**src/rtl/control_notas.sv**
```systemverilog
// rtl/control_notas.sv - key sync/debounce/priority and divider load sequencing
// Optional: define NOTE_MIN_HOLD_EN to enforce a minimum PLAY duration.
module control_notas #(
    parameter int DEB_CYCLES      = 250000,
    parameter int MIN_HOLD_CYCLES = 2500000,
    parameter int HALF_W          = 16
) (
    input  logic              clk,
    input  logic              rst_n,
    input  logic [6:0]        teclas,
    input  logic              div_ack,
    output logic [HALF_W-1:0] div_half,
    output logic              div_load,
    output logic              div_en,
    output logic [2:0]        nota_activa,
    output logic              busy
);

    localparam int DW = (DEB_CYCLES > 1) ? $clog2(DEB_CYCLES) : 1;
    localparam logic [DW-1:0] DEB_LAST = DW'(DEB_CYCLES - 1);

    typedef enum logic [1:0] {S_IDLE, S_LOAD, S_PLAY} state_t;

    logic [6:0]        r_sync1, r_sync2;
    logic [2:0]        r_prev_cand, r_stable, r_code;
    logic [DW-1:0]     r_deb_cnt;
    logic [HALF_W-1:0] r_half;
    logic              r_en;
    state_t            r_state, w_state_next;

    logic [2:0]        w_cand;
    logic [DW-1:0]     w_deb_next;
    logic              w_latch, w_en_next, w_exit_ok;

    function automatic logic [HALF_W-1:0] f_half(input logic [2:0] code);
        case (code)
            3'd1:    f_half = HALF_W'(47778);
            3'd2:    f_half = HALF_W'(42566);
            3'd3:    f_half = HALF_W'(37921);
            3'd4:    f_half = HALF_W'(35793);
            3'd5:    f_half = HALF_W'(31888);
            3'd6:    f_half = HALF_W'(28409);
            3'd7:    f_half = HALF_W'(25310);
            default: f_half = '0;
        endcase
    endfunction

    // Ascending scan lets the highest set bit (Do) override lower keys.
    always_comb begin
        w_cand = 3'd0;
        for (int i = 0; i < 7; i++) begin
            if (r_sync2[i]) w_cand = 3'(7 - i);
        end
    end

    always_comb begin
        if (w_cand != r_prev_cand)   w_deb_next = '0;
        else if (r_deb_cnt == DEB_LAST) w_deb_next = r_deb_cnt;
        else                         w_deb_next = r_deb_cnt + DW'(1);
    end

    always_ff @(posedge clk or negedge rst_n) begin
        if (!rst_n) begin
            r_sync1     <= '0;
            r_sync2     <= '0;
            r_prev_cand <= '0;
            r_deb_cnt   <= '0;
            r_stable    <= '0;
        end else begin
            r_sync1     <= teclas;
            r_sync2     <= r_sync1;
            r_prev_cand <= w_cand;
            r_deb_cnt   <= w_deb_next;
            if (w_deb_next == DEB_LAST) r_stable <= w_cand;
        end
    end

`ifdef NOTE_MIN_HOLD_EN
    localparam int HW = (MIN_HOLD_CYCLES > 1) ? $clog2(MIN_HOLD_CYCLES) : 1;
    localparam logic [HW-1:0] HOLD_LAST = HW'(MIN_HOLD_CYCLES - 1);
    logic [HW-1:0] r_hold;

    // Held at zero outside PLAY, so each PLAY entry starts a fresh hold window.
    always_ff @(posedge clk or negedge rst_n) begin
        if (!rst_n)                   r_hold <= '0;
        else if (r_state != S_PLAY)   r_hold <= '0;
        else if (r_hold != HOLD_LAST) r_hold <= r_hold + HW'(1);
    end

    assign w_exit_ok = (r_hold == HOLD_LAST);
`else
    assign w_exit_ok = 1'b1;
`endif

    always_comb begin
        w_state_next = r_state;
        w_latch      = 1'b0;
        w_en_next    = r_en;
        case (r_state)
            S_IDLE: begin
                w_en_next = 1'b0;
                if (r_stable != 3'd0) begin
                    w_state_next = S_LOAD;
                    w_latch      = 1'b1;
                end
            end
            S_LOAD: begin
                if (div_ack) begin
                    w_state_next = S_PLAY;
                    w_en_next    = 1'b1;
                end
            end
            S_PLAY: begin
                w_en_next = 1'b1;
                if (w_exit_ok) begin
                    if (r_stable == 3'd0) begin
                        w_state_next = S_IDLE;
                        w_en_next    = 1'b0;
                    end else if (r_stable != r_code) begin
                        w_state_next = S_LOAD;
                        w_latch      = 1'b1;
                    end
                end
            end
            default: w_state_next = S_IDLE;
        endcase
    end

    always_ff @(posedge clk or negedge rst_n) begin
        if (!rst_n) begin
            r_state <= S_IDLE;
            r_code  <= '0;
            r_half  <= '0;
            r_en    <= 1'b0;
        end else begin
            r_state <= w_state_next;
            r_en    <= w_en_next;
            if (w_latch) begin
                r_code <= r_stable;
                r_half <= f_half(r_stable);
            end else if (w_state_next == S_IDLE) begin
                r_code <= '0;
            end
        end
    end

    assign div_half    = r_half;
    assign div_load    = (r_state == S_LOAD);
    assign busy        = (r_state == S_LOAD);
    assign div_en      = r_en;
    assign nota_activa = r_code;

endmodule

```
**config.mk**
```make
export PLATFORM = sky130hd
export DESIGN_NAME = control_notas
export DESIGN_NICKNAME = d
export VERILOG_FILES = /design/src/rtl/control_notas.sv
export SDC_FILE = /design/constraint.sdc
export NUM_CORES = 1
export LEC_CHECK = 0
export ABC_AREA = 1
export CAP_MARGIN = 40
export CORE_ASPECT_RATIO = 1.5
export CORE_MARGIN = 4
export CORE_UTILIZATION = 45
export CTS_BUF_LIST = sky130_fd_sc_hd__clkbuf_4 sky130_fd_sc_hd__clkbuf_8
export CTS_CLUSTER_SIZE = 8
export DETAILED_ROUTE_END_ITERATION = 16
export PLACE_DENSITY = 0.73
export SYNTH_ARGS = -nofsm -noshare
export SYNTH_HDL_FRONTEND = slang
export SYNTH_SLANG_ARGS = --single-unit
```
**constraint.sdc**
```tcl
create_clock -name clk -period 2 [get_ports clk]
set_input_delay 0.4 -clock clk [delete_from_list [all_inputs] [get_ports clk]]
set_output_delay 0.4 -clock clk [all_outputs]
set_load 0.02 [all_outputs]
```
-- Yosys cells after proc, flatten, opt, wreduce, memory -nomap -nowiden
Cells that the tools add are included.
- flip-flop bits (word level): 60
- add/subtract/negate cells: 1
- equality and inequality tests: 14
- muxes and demuxes: 24
- reductions and logical operators: 7
- operator list (operator ; count):
    $pmux 16 s7 ; 1
    $eq 18x18->1 const B ; 2
    $mux 18 ; 2
    $mux 3 ; 9
    $add 18x1->18 const B ; 1
    $eq 3x3->1 const B ; 4
    $mux 2 ; 4
    $eq 3x2->1 const B ; 2
    $ne 3x3->1 ; 2
    $pmux 2 s3 ; 1
    $reduce_bool 3->1 ; 2
    $mux 1 ; 5
    $logic_not 2->1 ; 2
    $eq 3x1->1 const B ; 1
    $logic_not 3->1 ; 1
    $pmux 1 s3 ; 1
    $eq 2x1->1 const B ; 1
    $eq 2x2->1 const B ; 1
    $ne 2x2->1 const B ; 1
    $pmux 1 s2 ; 1
    $reduce_and 2->1 ; 1
    $reduce_bool 2->1 ; 1

-- Logic depth before layout (Yosys ltp)
Gate-level depths: netlist of run 1.
- depth after elaboration: 10
- depth in mapped cells: 14

-- Worst setup path before layout of run 1
OpenSTA, ideal clock, no wires.
- path kind: register to register
- start point: reg r_deb_cnt[0]
- end point: reg r_stable[0]
- setup time: 0.117 ns
- arrival time: 1.664 ns
- path slack: 0.219 ns
- cell stages (with the launch flop): 12
- buffers on the path: 0
- clock period less this slack: 1.781 ns
- path through: dfrtp_1 > ha_1 > nand3_2 > nor2_4 > nand2_4 > nor2_4 > xor2_2 > nand4_2 > nor2_4 > nand3_2 > nand2_1 > nand2_1
- longest elaborated chain between the ends: 4
- elaborated cells between the ends (all ways): 5
- RTL lines (element ; line ; source):
    start: declaration ; 26 ; logic [DW-1:0] r_deb_cnt;
    start signal: assignment ; 73 ; r_deb_cnt <= w_deb_next;
    $add 18x1->18 or $eq 18x18->1 (tied branches) ; 59, 58 ;
    $mux 18 (*) ; 58 ; else if (r_deb_cnt == DEB_LAST) w_deb_next = r_deb_cnt;
    $mux 18 (*) ; 57 ; if (w_cand != r_prev_cand) w_deb_next = '0;
    $eq 18x18->1 (*) ; 74 ; if (w_deb_next == DEB_LAST) r_stable <= w_cand;
    end signal: assignment ; 74 ;
    end: declaration ; 25 ; logic [2:0] r_prev_cand, r_stable, r_code;
Every way passes the cells marked *; elsewhere a longest branch is shown, timed or not.
A chain may end at the register's enable or synchronous reset.

-- Worst setup path in the final report of run 1
- start point: reg r_deb_cnt[1]
- end point: reg r_stable[0]
Same word-level chain as after synthesis.

==> results of run 1 <==
-- cell families after synthesis --
group	Yosys count	share of synthesized area [%]
AO/OA/AOI/OAI	29	5.38
XOR/XNOR	13	4.29
adder cells (fa/ha/maj)	6	2.50
buffers and inverters	54	7.08
flip-flops	60	50.0
AND/OR/NAND/NOR	199	30.7
-- timing repair --
item	CTS	global route
endpoints found under the hold margin	0	0
endpoints found under the setup margin	2	3
pin swaps	0	15
setup buffers	0	4
gates resized for setup	2	22
-- sequential cells by signal, indices dropped and copies added, names as in the netlist --
name / cells
r_deb_cnt: 18
div_en: 1
nota_activa: 3
r_stable: 3
div_half: 16
r_sync1: 7
r_prev_cand: 3
r_state: 2
r_sync2: 7
-- final cells by class --
class | count | area share, %
sequential | 60 | 40.6
tap | 76 | 2.56
inverter | 48 | 4.85
clock buffer | 11 | 3.91
multi-input combinational | 247 | 36.3
timing repair buffer | 40 | 10.4
clock inverter | 4 | 1.35
-- power by group through the flow --
stage / registers [mW] / clock network [mW] / logic (mW)
final: 1.25 / 1.07 / 0.121
after global routing: 1.25 / 1.15 / 0.137
after CTS: 1.25 / 1.10 / 0.109
after detailed placement: 1.27 / 0 / 0.109
after global placement: 1.27 / 0 / 0.107
after floorplan: 1.27 / 0 / 0.0479
-- per-layer routing --
layer / GRT usage, % / part of all wire, %
met5: 0 / 0
met1: 18.4 / 40
met2: 29.4 / 54
met4: 8.02 / 1.9
met3: 4.56 / 4.7
-- cells in the mapped netlist (2+ instances only) --
cell type and n:
xnor2_1 4, inv_1 48, nand3b_1 4, o21ai_1 2, nor2_1 51, nand2_1 100
nand4_1 10, nor3_1 4, ha_1 6, buf_2 5, a21oi_1 8, dfrtp_1 60
nand3_2 4, xor2_1 7, nor2_2 4, nand2_2 2, o21ai_0 14, nor2_4 5
xor2_2 2, nand3_1 11
-- how the worst max path moves through the flow --
stage	startpoint	end	slack (ps)	cells after the start
final	r_deb_cnt[1]	r_stable[0]	60	12
after global routing	r_deb_cnt[0]	r_stable[0]	-50	12
after CTS	r_deb_cnt[0]	r_stable[2]	30	12
after detailed placement	r_deb_cnt[0]	r_stable[2]	40	12
after global placement	r_deb_cnt[0]	r_stable[2]	110	12
after floorplan	r_deb_cnt[0]	r_stable[0]	220	11
-- stage by stage --
step                      hold WS, ps  power [mW]
after floorplan                   104        1.32
after global placement            332        1.38
after detailed placement          336        1.38
after CTS                        58.1        2.46
after global routing             70.0        2.54
final                            55.0        2.44
==> impl_metrics.toml, run 1 <==
[outcome]
outcome = "finished, final reports clean"

[place]
io_buffers = 31
dp.final_hpwl_um = 4560
dp.cells = 467
dpl_cell_area_um2 = 3420
dp_worst_setup_slack_ps = 40.2
gp_congestion = 0.918

[setup_path]
cp-start-kind = "register"
worst-endpoint-required_ps = 2230
crit_chain = "buf_4 -> nand3_4 -> nor2_4 -> nand2_2 -> nor2_2 -> xor2_1 -> nor2_2 -> nand3_2 -> nor2_4 -> nand3_2 -> nand2_1 -> nand2_1"
r2r_start = "r_deb_cnt[1]"
critPathCaptureType = "register"
r2r_cells = 12
criticalPathCategory = "register to register"
path_max_fanout = 5
r2r_end = "r_stable[0]"
cp.arrival_ps = 2170
reg2reg_slack_ps = 60
cp_num_buf_inv = 1
cpMaxStageDelayCell = "dfrtp_2"
worst_path_largest_cell_delay_ps = 410
cp_top_family = "simple AND/OR/NAND/NOR gates"

[power_and_ir_drop]
peakVddDrop_v = 0.000415
power_frac_comb_pct = 4.9
p_clk_share_pct = 43.9
internal-power_mw = 1.90
p_per_area_nw_per_um2 = 658
p_sw_mw = 0.547
power_frac_seq_pct = 51.2
power_switching_share_pct = 22.4
leakagePower_nw = 1.78

[drt]
wire_per_inst_um = 13.0
routed_wl_um = 6320
final_antenna_net_count = 0
via_per_inst = 5.03
drtIter0Drc = 113
drc_errors = 0
drt_pass1_iterations = 4
num_vias = 2446

[yosys]
synthTopCellsByArea = "dfrtp_1 (50%), nand2_1 (13%), nor2_1 (6.4%), inv_1 (6.0%), ha_1 (2.5%)"
synth_top_cell_by_area = "dfrtp_1"
post_synth_instance_area_um2 = 3000
syn_inst = 361
ys_types = 30
synth_nets = 377
syn_avg_cell_area_um2 = 8.32
yosys_register_bits = 60
synth_edf_count = 0
synth_flop_cell = "dfrtp_1"
synth_top_area_share_pct = 50.0
async_reset_ff_share_pct = 100
yosys_warnings = 0
ys_seq_area_share_pct = 50.0

[timing]
fin_skew_ps = 8.84
slew_headroom_pct = 74.6
min_period_over_period_pct = 97.0
fin_ws_ps = 60.1
setup_tns_ps = 0
finalSetupViolations = 0
hold_viol = 0
worst_pin_slew_ps = 378
fin_crit_ps = 1940
rsz0062_at_grt = "true"
max_freq_ghz = 0.515
drv_slew = 0

[die]
die_w_um = 74.7
initial_utilization_pct = 46.3
die_h_um = 108
ioPinCount = 32
die-area_um2 = 8070
rows = 36
core_um2 = 6490

[final_layout]
diodes = 0
final_net_count = 422
design_area_um2 = 3710
fin_util_pct = 57.3
area_growth_pct = 23.7
num-fill-cells = 620
final_cell_mix = "nand2_1 (98), dfrtp_1 (55), inv_1 (47), nor2_1 (45), clkdlybuf4s50_1 (28)"
final_common_cell = "nand2_1"
multi_input_comb_area_um2 = 1350
ff_latch_area_um2 = 1510
stdcell_count = 486
drive_gt1_share_pct = 15.4

[cts]
clk_pin_slew_worst_paths_ps = 70
postCtsHoldBufs = 0
clock_latency_ps = 330
cts.sink_count = 60
numCtsBuffers = 9
clock_path_buffers = 2
cts-root-buf = "clkbuf_8"
cts_tree = "built"
htreeDepth = 3

[worst_hold_path]
hp-class = "input port to asynchronous set/reset pin"

[grt]
grt_pass1_vias = 2333
grt_max_degree = 61
gr-total-overflow = 0
track_usage_pct = 16.9
antenna_found_initial = 0
grt_pass1_wl_um = 10300

[run]
drv_cap = 0
Power figures use the tool's default switching activity.
==> run 2, diff against run 1 <==
==> constraint.sdc (replaced) <==
create_clock -name clk -period 2 [get_ports clk]
set_input_delay 0.2 -clock clk [delete_from_list [all_inputs] [get_ports clk]]
set_output_delay 0.2 -clock clk [all_outputs]
set_load 0.02 [all_outputs]
==> impl_metrics.toml, run 2 (same netlist as run 1, synthesis figures left out) <==
[outcome]
outcome = "finished, final reports clean"

[setup_path]
cpMaxStageDelayCell = "dfrtp_1"
cp-start-kind = "register"
cp.arrival_ps = 2200
critPathCaptureType = "register"
reg2reg_slack_ps = 30
criticalPathCategory = "register to register"
worst-endpoint-required_ps = 2230
crit_chain = "buf_4 -> nand3_4 -> nor2_4 -> nand2_2 -> nor2_2 -> xor2_1 -> nor2_1 -> nand3_2 -> nor2_4 -> nand3_2 -> nand2_1 -> nand2_1"
worst_path_largest_cell_delay_ps = 420
path_max_fanout = 4

[final_layout]
design_area_um2 = 3750
final_common_cell = "nand2_1"
largest_reg_flops = 18
fin_util_pct = 57.8
stdcell_count = 490
final_cell_mix = "nand2_1 (99), dfrtp_1 (59), inv_1 (48), nor2_1 (47), clkdlybuf4s50_1 (29)"
drive_gt1_share_pct = 13.8
final_net_count = 425
num-fill-cells = 561
diodes = 0
area_growth_pct = 24.8
max_flop_register = "r_deb_cnt"

[die]
initial_utilization_pct = 46.3
ioPinCount = 32
die_w_um = 74.7
die_h_um = 108
die-area_um2 = 8070
core_um2 = 6490
rows = 36

[timing]
drv_slew = 0
hold_viol = 0
setup_tns_ps = 0
min_period_over_period_pct = 98.5
max_freq_ghz = 0.508
worst_pin_slew_ps = 470
holdWs_ps = 297
slew_headroom_pct = 68.6
finalSetupViolations = 0
fin_ws_ps = 30.3
fin_crit_ps = 1970
fin_skew_ps = 6.82
rsz0062_at_grt = "true"

[drt]
routed_wl_um = 6210
num_vias = 2463
drc_errors = 0
drt_pass1_iterations = 5
final_antenna_net_count = 0
drtIter0Drc = 138
via_per_inst = 5.03
wire_per_inst_um = 12.7

[cts]
cts-root-buf = "clkbuf_8"
clock_path_buffers = 2
htreeDepth = 3
cts.sink_count = 60
clk_pin_slew_worst_paths_ps = 70
clock_latency_ps = 340
numCtsBuffers = 9
cts_tree = "built"

[place]
dp.final_hpwl_um = 4570
dp.cells = 467
io_buffers = 31
gp_congestion = 0.907
dp_worst_setup_slack_ps = 31.4
dpl_cell_area_um2 = 3420

[power_and_ir_drop]
p_per_area_nw_per_um2 = 688
total_power_mw = 2.58
peakVddDrop_v = 0.000452
leakagePower_nw = 1.83

[grt]
grt_pass1_vias = 2384
grt_max_degree = 41
grt_pass1_wl_um = 10500
track_usage_pct = 17.3
gr-total-overflow = 0
antenna_found_initial = 0

[worst_hold_path]
hp-class = "input port to register"

[run]
drv_cap = 0
## run 2: report_power, final
group / internal, mW / switching, mW
clock: 0.734 / 0.473
sequential: 1.24 / 0.0133
combinational: 0.0480 / 0.0735
total: 2.02 / 0.560
## run 2: layout make-up
cell class	instances	area, um2	share of cell area (%)
Sequential cell	60	1500	40.1
Multi-Input combinational cell	247	1330	35.6
Timing Repair Buffer	43	413	11.0
Inverter	48	180	4.81
Clock buffer	10	138	3.67
Tap cell	76	95.1	2.54
Clock inverter	6	86.3	2.30
## run 2: critical path: cells and delay by family, from the launching register on
kind / cells / cell delay, ps
buf+inv: 1 / 150
xor+xnor: 1 / 80
simple gates: 10 / 1200
flops: 1 / 420
## run 2: final timing paths
check | start | cells after the start | endpoint
max | r_deb_cnt[1] | 12 | r_stable[2]
min | teclas[5] | 1 | r_sync1[5]
max reg2reg | r_deb_cnt[1] | 12 | r_stable[2]
min reg2reg | r_sync1[0] | 0 | r_sync2[0]
max in group asynchronous | rst_n | 3 | r_deb_cnt[0]
min in group asynchronous | rst_n | 2 | div_half[12]
## run 2: repair_timing
item | 4_1_cts | 5_1_grt
endpoints found under the setup margin | 0 | 5
hold buffers | 1 | 0
gates resized for setup | 0 | 12
endpoints found under the hold margin | 20 | 0
buffers inserted | 0 | 6
## run 2: routing by layer
| layer | GRT usage (%) | part of all wire [%] | up-vias |
|---|---|---|---|
| met5 | 0 | 0 | - |
| met4 | 11.6 | 5.2 | 0 |
| met3 | 4.28 | 5.3 | 31 |
| met2 | 28.6 | 51 | 77 |
| met1 | 19.2 | 39 | 1131 |
| li1 | - | - | 1224 |
